$ cat config.mk
export PLATFORM = sky130hd
export DESIGN_NAME = seq_calc
export DESIGN_NICKNAME = d
export VERILOG_FILES = /design/src/rtl/seq_calc.sv
export SDC_FILE = /design/constraint.sdc
export NUM_CORES = 1
export LEC_CHECK = 0
export CORE_UTILIZATION = 30
export CTS_BUF_LIST = sky130_fd_sc_hd__clkbuf_2 sky130_fd_sc_hd__clkbuf_4 sky130_fd_sc_hd__clkbuf_8
export DETAILED_ROUTE_END_ITERATION = 8
export PLACE_DENSITY = 0.53
export SLEW_MARGIN = 40
export SYNTH_ARGS = -nofsm -noshare
export SYNTH_HDL_FRONTEND = slang
export SYNTH_SLANG_ARGS = --single-unit
$ cat constraint.sdc
create_clock -name clk -period 3.4 [get_ports clk]
set_input_delay 0.51 -clock clk [delete_from_list [all_inputs] [get_ports clk]]
set_output_delay 0.51 -clock clk [all_outputs]
set_load 0.1 [all_outputs]
$ cat src/rtl/seq_calc.sv
// seq_calc: multi-cycle unsigned arithmetic unit (add/sub/mul/div) behind a
// start/busy/done handshake. Multiply is iterative shift-add and divide is
// iterative restoring, one bit per clock, so area grows linearly with WIDTH.
//
// Ports:
//   clk          rising-edge clock
//   rst_n        asynchronous active-low reset
//   start        request, sampled only while busy=0
//   x, y         WIDTH-bit operands (dividend / divisor for div)
//   op_sel       00 add, 01 sub, 10 mul, 11 div
//   busy         high while an operation is in flight
//   done         one-cycle pulse when result/flags are valid
//   result       2*WIDTH result; for div {remainder, quotient}
//   carry_out    add carry / sub no-borrow
//   overflow     signed overflow for add/sub
//   div_by_zero  last completed op was a div with y=0
module seq_calc #(
  parameter int WIDTH = 8
) (
  input  logic               clk,
  input  logic               rst_n,
  input  logic               start,
  input  logic [WIDTH-1:0]   x,
  input  logic [WIDTH-1:0]   y,
  input  logic [1:0]         op_sel,
  output logic               busy,
  output logic               done,
  output logic [2*WIDTH-1:0] result,
  output logic               carry_out,
  output logic               overflow,
  output logic               div_by_zero
);
  localparam int CW = $clog2(WIDTH + 1);
  localparam int M  = WIDTH - 1;

  typedef enum logic [2:0] {S_IDLE, S_ADDSUB, S_MUL, S_DIV, S_FIN} state_t;

  state_t             r_state, w_next;
  logic [WIDTH-1:0]   r_x, r_y;
  logic [1:0]         r_op;
  logic [2*WIDTH-1:0] r_acc;     // mul: {partial hi, multiplier}; div: {rem, quot}
  logic [CW-1:0]      r_cnt;
  logic [2*WIDTH-1:0] r_result;
  logic               r_done, r_carry, r_ovf, r_dbz;

  // add/sub share one adder; sub is x + ~y + 1
  logic [WIDTH:0]     w_add, w_sub, w_as;
  logic               w_ovf;
  // shift-add multiply step
  logic [WIDTH:0]     w_mul_sum;
  // restoring divide step; shifted remainder needs one extra bit
  logic [WIDTH:0]     w_rem_sh;
  logic [WIDTH-1:0]   w_diff;
  logic               w_qbit;

  assign w_add = {1'b0, r_x} + {1'b0, r_y};
  assign w_sub = {1'b0, r_x} + {1'b0, ~r_y} + (WIDTH+1)'(1);
  assign w_as  = r_op[0] ? w_sub : w_add;
  assign w_ovf = r_op[0] ? ((r_x[M] != r_y[M]) && (w_as[M] != r_x[M]))
                         : ((r_x[M] == r_y[M]) && (w_as[M] != r_x[M]));

  assign w_mul_sum = {1'b0, r_acc[2*WIDTH-1:WIDTH]} + (r_acc[0] ? {1'b0, r_x} : '0);

  assign w_rem_sh = r_acc[2*WIDTH-1:WIDTH-1];
  assign w_qbit   = (w_rem_sh >= {1'b0, r_y});
  // the difference is < y when taken, so WIDTH bits suffice
  assign w_diff   = w_rem_sh[WIDTH-1:0] - r_y;

  always_ff @(posedge clk or negedge rst_n) begin
    if (!rst_n) r_state <= S_IDLE;
    else        r_state <= w_next;
  end

  always_comb begin
    w_next = r_state;
    case (r_state)
      S_IDLE: if (start) begin
        case (op_sel)
          2'b10:   w_next = S_MUL;
          // div by zero needs no iterations: take the single-cycle path
          2'b11:   w_next = (y == '0) ? S_ADDSUB : S_DIV;
          default: w_next = S_ADDSUB;
        endcase
      end
      S_ADDSUB: w_next = S_FIN;
      S_MUL, S_DIV: if (r_cnt == CW'(1)) w_next = S_FIN;
      S_FIN:    w_next = S_IDLE;
      default:  w_next = S_IDLE;
    endcase
  end

  always_ff @(posedge clk or negedge rst_n) begin
    if (!rst_n) begin
      r_x      <= '0;
      r_y      <= '0;
      r_op     <= '0;
      r_acc    <= '0;
      r_cnt    <= '0;
      r_result <= '0;
      r_done   <= 1'b0;
      r_carry  <= 1'b0;
      r_ovf    <= 1'b0;
      r_dbz    <= 1'b0;
    end else begin
      r_done <= 1'b0;
      case (r_state)
        S_IDLE: if (start) begin
          r_x   <= x;
          r_y   <= y;
          r_op  <= op_sel;
          r_cnt <= CW'(WIDTH);
          r_acc <= (op_sel == 2'b10) ? {{WIDTH{1'b0}}, y} : {{WIDTH{1'b0}}, x};
        end
        S_MUL: begin
          r_acc <= {w_mul_sum, r_acc[WIDTH-1:1]};
          r_cnt <= r_cnt - CW'(1);
        end
        S_DIV: begin
          r_acc <= {(w_qbit ? w_diff : w_rem_sh[WIDTH-1:0]), r_acc[WIDTH-2:0], w_qbit};
          r_cnt <= r_cnt - CW'(1);
        end
        S_FIN: begin
          r_done <= 1'b1;
          case (r_op)
            2'b10: begin
              r_result <= r_acc;
              r_carry  <= 1'b0;
              r_ovf    <= 1'b0;
              r_dbz    <= 1'b0;
            end
            2'b11: begin
              r_result <= (r_y == '0) ? {r_x, {WIDTH{1'b1}}} : r_acc;
              r_carry  <= 1'b0;
              r_ovf    <= 1'b0;
              r_dbz    <= (r_y == '0);
            end
            default: begin
              r_result <= {{WIDTH{1'b0}}, w_as[WIDTH-1:0]};
              r_carry  <= w_as[WIDTH];
              r_ovf    <= w_ovf;
              r_dbz    <= 1'b0;
            end
          endcase
        end
        default: ;
      endcase
    end
  end

  assign busy        = (r_state != S_IDLE);
  assign done        = r_done;
  assign result      = r_result;
  assign carry_out   = r_carry;
  assign overflow    = r_ovf;
  assign div_by_zero = r_dbz;
endmodule
==> run metrics, run 1 <==
fin nets=584; Synth top cells by count=nand2_1, dfrtp_1, o21ai_0; mapped cell area=4300 µm²; fin. max-slew vios=0; I/O Buffers=41; post-route ant nets=0; Fill cells=1447; CP Max Fanout=11; Clock Path Buffers=2; post-DP HPWL=9189 µm; violation count after the first detailed-route iteration=157; top cell type's share of synthesized area=0.3550; Die X=121.7 µm; total CTS buffers=9; min-delay worst type=in2async; global-route wire length before repair=19540 µm; Synth area leaders=dfrtp_1, ha_1, nand2_1, o21ai_0, mux2i_1; worst r2r src=r_acc[0]$_DFFE_PN0P_; critical path class=reg2reg; initial antenna violation count=0; CP required=3.63 ns; Achievable Freq=0.4062 GHz; worst slew pin tran=0.6898 ns; Setup crit end kind=flip-flop; DRT Wirelength=11880 µm; clock sinks=61; Worst slew margin=0.5402; GRT Total Usage=0.1755; synth warn=0; critical path launch point type=flip-flop; Mapped Cells=490; gpl congestion=0.8273; post-cts sizing count=0; DRC Markers=0; row count=43; TritonCTS clock tree=built; Syn Area/Cell=8.776 µm²; MaxCap Viol Count=0; Clock Latency Late Sink=0.36 ns; number of global-route vias before repair=3605; Total Neg Setup Slack=0 ns; drt wl/cell=16.73 µm; Synth Register Bits=61; Post-synth top flop=dfrtp_1; Worst-path clk slew=0.07 ns; Async SR Flop Fraction=1.000; Final Cycle Share=0.7241; final core occ=0.3559; final-report hold violation count=0; DR pass1 iterations=4; DR vias=3675; cts-stage hold buffer count=0; remaining global-route overflow=0; n_diodes=0; Seq/Total Area, Yosys=0.3550; Setup Skew=0.009245 ns; final setup vio count=0; largest net degree at the start of global routing=40; chip height=121.7 µm; area leader, netlist=dfrtp_1; Worst R2R Path Depth=10; fraction of final layout cells with drive strength greater than 1=0.1132; Netlist cell types=59; Layout area overhead=15.33%; io pins=42; status=completed; die area=14820 µm²; CP arrival=2.69 ns; RSZ-0062 raised after global routing=no; Core ar.=13930 µm²; Tmin final=2.462 ns; Crit Reg-Reg Endpoint=r_acc[13]$_DFFE_PN0P_; root buffer selected by CTS=clkbuf_8; H-Tree Depth=3; Post-CTS Setup Bufs=0; Starting Density=0.3086; count leader, synth=nand2_1; DR vias/cell=5.176; number of flops mapped to enable cells by yosys=0; Synth Net Count=549; flop-to-flop setup slack=0.94 ns
## state kept, by name (all words and copies together), names as in the netlist
name / flops
result: 16
div_by_zero: 1
r_x: 8
r_acc: 16
r_y: 8
r_op: 2
r_cnt: 4
done: 1
carry_out: 1
r_state: 3
overflow: 1
## cells in the final DEF, fill, tap and decap left out, drive strengths merged, types with 9 or more instances in the layout
master          n
nand2          66
clkdlybuf4s50  19
nand3           9
mux2i          18
a21oi          24
dfrtp          61
mux2           11
ha             34
nor2           30
o21ai          70
buf            27
inv            32
clkbuf         12
## critical path, cell delays in order, from the launching register on
cell and delay (ns):
dfrtp_1 0.56, and2_1 0.20, ha_1 0.20, inv_1 0.07, fa_1 0.37, nand2b_1 0.20, a21oi_1 0.19, o21ai_1 0.12
and3_1 0.19, o21ai_0 0.14, o211ai_1 0.10
## worst max-delay path by stage
stage / startpoint / to / slack, ns / cells past startpoint
2_1_floorplan: r_state[0]$_DFFE_PN0P_ / r_x[2]$_DFFE_PN0P_ / 1.17 / 5
3_3_place_gp: r_acc[0]$_DFFE_PN0P_ / r_acc[13]$_DFFE_PN0P_ / 1.02 / 10
3_5_place_dp: r_acc[0]$_DFFE_PN0P_ / r_acc[13]$_DFFE_PN0P_ / 0.97 / 10
4_1_cts: r_acc[0]$_DFFE_PN0P_ / r_acc[13]$_DFFE_PN0P_ / 0.94 / 10
5_1_grt: r_acc[0]$_DFFE_PN0P_ / r_acc[13]$_DFFE_PN0P_ / 0.73 / 10
6_report: r_acc[0]$_DFFE_PN0P_ / r_acc[13]$_DFFE_PN0P_ / 0.94 / 10
## metal layers
layer | vias up | part of all wire | global-route usage
met5 | - | 0 | 0
met4 | 0 | 0.012 | 0.06327
met3 | 10 | 0.060 | 0.03652
met2 | 78 | 0.46 | 0.2699
met1 | 1788 | 0.47 | 0.2422
li1 | 1799 | - | -
## final cells by class
| cell class | count | area [µm²] | area share |
|---|---|---|---|
| multi-input cells | 375 | 2547 | 0.5136 |
| flip-flops and latches | 61 | 1526 | 0.3078 |
| inverters | 32 | 120.1 | 0.02422 |
| clock inverters | 4 | 47.55 | 0.009586 |
| repair buffers | 46 | 340.3 | 0.06862 |
| well taps | 180 | 225.2 | 0.04541 |
| clock buffers | 12 | 152.6 | 0.03078 |
## kinds of logic after synthesis
logic type      after synthesis  share of synthesized area
compound gates              148                     0.2165
xor+xnor                     16                    0.03259
fa+ha+maj                    38                     0.1175
buf+inv                      54                    0.05266
flops                        61                     0.3550
mux                          29                    0.07070
simple gates                144                     0.1551
## per-stage QoR
stage	hold WS (ns)	cell area, µm²	cells	setup WS, ns
2_1_floorplan	0.2144	4300	490	1.174
3_5_place_dp	0.4665	4760	694	0.9678
4_1_cts	0.1432	4960	710	0.9401
3_3_place_gp	0.4678	4860	694	1.020
5_1_grt	0.1738	4960	710	0.7325
6_report	0.1416	4960	710	0.9382
Power of run 1 is left out: the tool's default activity adds up to more than one toggle a clock period on the data nets, which glitch-free logic cannot reach.
==> run 2, diff against run 1 <==
==> constraint.sdc (replaced) <==
create_clock -name clk -period 2.4 [get_ports clk]
set_input_delay 0.36 -clock clk [delete_from_list [all_inputs] [get_ports clk]]
set_output_delay 0.36 -clock clk [all_outputs]
set_load 0.1 [all_outputs]
==> run 2 against run 1 <==
  * Non-clock buffer count up 13
  * Fmax up 7.3%
  * Core utilization up 1.6 points
  * Clock-buffer cell count unchanged
  * Cell count up 1.8%
  * Hold slack worse by 0.13 ns
  * Die area unchanged
  * Via count up 0.98%
  * Clock skew up 0.0061 ns
  * Register-to-register slack worse by 0.83 ns
  * Flip-flop and latch count unchanged
  * First-iteration DRC count up 38%
==> run metrics, run 2 (synthesized netlist as in run 1, its figures left out) <==
Clock Latency Late Sink=0.36 ns; violation count after the first detailed-route iteration=216; worst path buffer plus inverter count=2; CP arrival=2.51 ns; worst slack, placed=0.007665 ns; final setup vio count=0; DR vias=3711; Core ar.=13930 µm²; clock sinks=61; global-route wire length before repair=19890 µm; Cell Chain, Critical Path=inv_1 > ha_1 > inv_1 > fa_1 > a21o_1 > a211oi_1 > o21ai_1 > mux2i_1 > xor2_1 > o31ai_1; Setup Skew=0.01530 ns; DR vias/cell=5.133; area occupied by multi-input gates=2582 µm²; final-report hold violation count=0; worst slew pin tran=0.5754 ns; Clock Path Buffers=2; Achievable Freq=0.4359 GHz; Worst-path clk slew=0.08 ns; I/O Buffers=41; DRC Markers=0; drt wl/cell=16.90 µm; root buffer selected by CTS=clkbuf_8; Die X=121.7 µm; n_diodes=0; total CTS buffers=9; fraction of final layout cells with drive strength greater than 1=0.1473; Worst slew margin=0.6150; most frequent cells in the layout=nand2_1, dfrtp_1, o21ai_0; number of global-route vias before repair=3788; fin. max-slew vios=0; remaining global-route overflow=0; gpl congestion=0.8729; die area=14820 µm²; RSZ-0062 raised after global routing=no; DRT Wirelength=12220 µm; status=completed; row count=43; cell repeated most along the worst path=inv_1; Tmin final=2.294 ns; chip height=121.7 µm; Total Neg Setup Slack=0 ns; CP top delay family=compound AO/OA/AOI/OAI gates; commonest non-fill, non-tap cell in the layout=nand2_1; critical path's largest stage delay=0.41 ns; critical path launch point type=flip-flop; TritonCTS clock tree=built; CP Max Fanout=3; Final WS setup=0.1059 ns; largest net degree at the start of global routing=36; post-route ant nets=0; Crit-path slowest cell=dfrtp_1; Layout area overhead=20.48%; io pins=42; critical path class=reg2reg; register area=1528 µm²; post-DP HPWL=9540 µm; initial antenna violation count=0; min-delay worst type=in2async; Starting Density=0.3086; Fill cells=1436; MaxCap Viol Count=0; H-Tree Depth=3; GRT Total Usage=0.1783; cts-stage hold buffer count=0; DR pass1 iterations=5; Final Cycle Share=0.9559; Setup crit end kind=flip-flop; fin nets=597; CP required=2.62 ns
-- run 2: cell type report --
class	count	share of cell area
Tap cell	180	0.04347
Sequential cell	61	0.2949
Inverter	32	0.02318
Timing Repair Buffer	59	0.1014
Clock inverter	4	0.009177
Clock buffer	12	0.02946
Multi-Input combinational cell	375	0.4984
-- run 2: through the flow --
step / instance area (µm²) / instances / hold slack [ns] / util
2_1_floorplan: 4300 / 490 / 0.06441 / -
3_3_place_gp: 4897 / 704 / 0.4011 / 0.3514
3_5_place_dp: 4897 / 704 / 0.4093 / 0.3514
4_1_cts: 5099 / 720 / 0.01730 / 0.3659
5_1_grt: 5181 / 723 / 0.03428 / 0.3718
6_report: 5181 / 723 / 0.01251 / 0.3718
-- run 2: path summary, 6_finish.rpt --
kind	start	end	slack, ns	depth (start not counted)
worst max-delay path	r_x[0]$_DFFE_PN0P_	result[6]$_DFFE_PN0P_	0.11	10
worst min-delay path	rst_n	result[14]$_DFFE_PN0P_	0.01	2
worst max register to register	r_x[0]$_DFFE_PN0P_	result[6]$_DFFE_PN0P_	0.11	10
worst min register to register	div_by_zero$_DFFE_PN0P_	div_by_zero$_DFFE_PN0P_	0.48	2
max in group asynchronous	rst_n	r_acc[5]$_DFFE_PN0P_	2.01	2
min in group clk	div_by_zero$_DFFE_PN0P_	div_by_zero$_DFFE_PN0P_	0.48	2
-- run 2: routing by layer --
layer  share of wire  GRT usage
met5               0          0
met2            0.47     0.2884
met3           0.043    0.03418
met4           0.011    0.05478
met1            0.48     0.2396
-- run 2: timing repair --
item / CTS / global route
setup endpoints to repair: 1 / 4
pin swaps: 0 / 1
gates resized for setup: 1 / 7
buffers inserted: 0 / 3
Power of run 2 is left out for the same reason.
==> run 3, diff against run 2 <==
--- a/config.mk
+++ b/config.mk
@@ -5,10 +5,12 @@
 export SDC_FILE = /design/constraint.sdc
 export NUM_CORES = 1
 export LEC_CHECK = 0
-export CORE_UTILIZATION = 30
+export CORE_ASPECT_RATIO = 1.2
+export CORE_UTILIZATION = 40
 export CTS_BUF_LIST = sky130_fd_sc_hd__clkbuf_2 sky130_fd_sc_hd__clkbuf_4 sky130_fd_sc_hd__clkbuf_8
 export DETAILED_ROUTE_END_ITERATION = 8
-export PLACE_DENSITY = 0.53
+export PLACE_DENSITY = 0.65
+export SKIP_CTS_REPAIR_TIMING = 1
 export SLEW_MARGIN = 40
 export SYNTH_ARGS = -nofsm -noshare
 export SYNTH_HDL_FRONTEND = slang
==> run 3 against run 2 <==
  * Largest cell class unchanged
  * Critical path type unchanged
  * Flip-flop and latch count unchanged
  * Fmax rose by 0.58%
  * Highest routed layer unchanged
  * Cell count decreased by 7.3%
  * Via count increased by 2.3%
  * Clock skew is 0.0082 ns lower
  * The flow now finishes with violations (design-rule violations, negative hold slack)
  * Setup slack gained 0.013 ns
  * Non-clock buffer count is 2 lower
  * Global-route usage up 4.1 points
  * Critical path depth unchanged
==> run metrics, run 3 (synthesized netlist as in run 1, its figures left out) <==
Clock Latency Late Sink=0.36 ns; Setup Skew=0.007108 ns; DR vias/cell=5.664; Clock Path Buffers=2; Achievable Freq=0.4384 GHz; most frequent cells in the layout=nand2_1, dfrtp_1, o21ai_0; global-route wire length before repair=19020 µm; chip height=115.6 µm; DR vias=3795; Layout area overhead=18.56%; root buffer selected by CTS=clkbuf_8; Final WS setup=0.1191 ns; final-report hold violation count=3; number of global-route vias before repair=3843; CP arrival=2.51 ns; critical path launch point type=flip-flop; worst slack, placed=-0.02126 ns; total CTS buffers=9; DRT Wirelength=12110 µm; remaining global-route overflow=0; Worst-path clk slew=0.07 ns; Core ar.=10470 µm²; violation count after the first detailed-route iteration=193; GRT Total Usage=0.2192; min-delay worst type=in2async; Worst slew margin=0.6289; clock sinks=61; flop-to-flop setup slack=0.12 ns; drt wl/cell=18.08 µm; DR pass1 iterations=7; critical path class=reg2reg; CP required=2.63 ns; fraction of final layout cells with drive strength greater than 1=0.1442; post-DP HPWL=9055 µm; commonest non-fill, non-tap cell in the layout=nand2_1; post-route ant nets=0; io pins=42; die area=11170 µm²; TritonCTS clock tree=built; CP Max Fanout=3; Worst Hold Margin=-0.004745 ns; gpl congestion=0.9635; Setup crit end kind=flip-flop; Tmin final=2.281 ns; H-Tree Depth=3; MaxCap Viol Count=0; largest net degree at the start of global routing=62; final setup vio count=0; I/O Buffers=41; initial antenna violation count=0; worst slew pin tran=0.5547 ns; fin. max-slew vios=0; Final Cycle Share=0.9504; Die X=96.65 µm; row count=41; fin nets=596; failing checks=design-rule violations, negative hold slack; status=finished with violations; DRC Markers=2; Starting Density=0.4109; n_diodes=0
## run 3: through the flow
step / instances / hold WS [ns] / instance area [µm²] / TNS (ns) / util
floorplan: 490 / 0.06441 / 4300 / 0 / -
global placement: 651 / 0.3960 / 4831 / 0 / 0.4616
detailed placement: 651 / 0.3997 / 4831 / -0.02126 / 0.4616
CTS: 666 / 0.01513 / 5049 / -0.03049 / 0.4824
global route: 670 / 0.02179 / 5099 / -0.02376 / 0.4872
finish: 670 / -0.004745 / 5099 / 0 / 0.4872
## run 3: path summary, 6_finish.rpt
path | from | end | cells after the start
max in group asynchronous | rst_n | r_acc[8]$_DFFE_PN0P_ | 2
hold / removal | rst_n | r_cnt[1]$_DFFE_PN0P_ | 2
setup / recovery | r_x[0]$_DFFE_PN0P_ | r_acc[13]$_DFFE_PN0P_ | 10
setup reg to reg | r_x[0]$_DFFE_PN0P_ | r_acc[13]$_DFFE_PN0P_ | 10
hold reg to reg | div_by_zero$_DFFE_PN0P_ | div_by_zero$_DFFE_PN0P_ | 2
min in group clk | div_by_zero$_DFFE_PN0P_ | div_by_zero$_DFFE_PN0P_ | 2
## run 3: area by class of cell
| type | instances | area, µm² |
|---|---|---|
| fill | 1065 | 5366 |
| multi-input combinational | 376 | 2571 |
| sequential | 61 | 1530 |
| timing repair buffer | 57 | 498.0 |
| tap | 129 | 161.4 |
| clock buffer | 11 | 145.1 |
| inverter | 32 | 120.1 |
| clock inverter | 4 | 72.57 |
## run 3: layer usage
metal / routed length [µm] / up-vias / GRT usage
li1: - / 1817 / -
met1: 5101 / 1826 / 0.2604
met2: 6053 / 118 / 0.3878
met3: 570 / 34 / 0.03257
met4: 385 / 0 / 0.1134
met5: 0 / - / 0
## run 3: worst max-delay path: stages (launching register included)
cell	delay, ns
dfrtp_1	0.41
and2_1	0.15
ha_1	0.19
inv_1	0.08
fa_1	0.39
nand2b_1	0.20
a21oi_2	0.17
o21ai_1	0.10
and3_1	0.18
o21ai_0	0.15
o211ai_1	0.11
Power of run 3 is left out for the same reason.
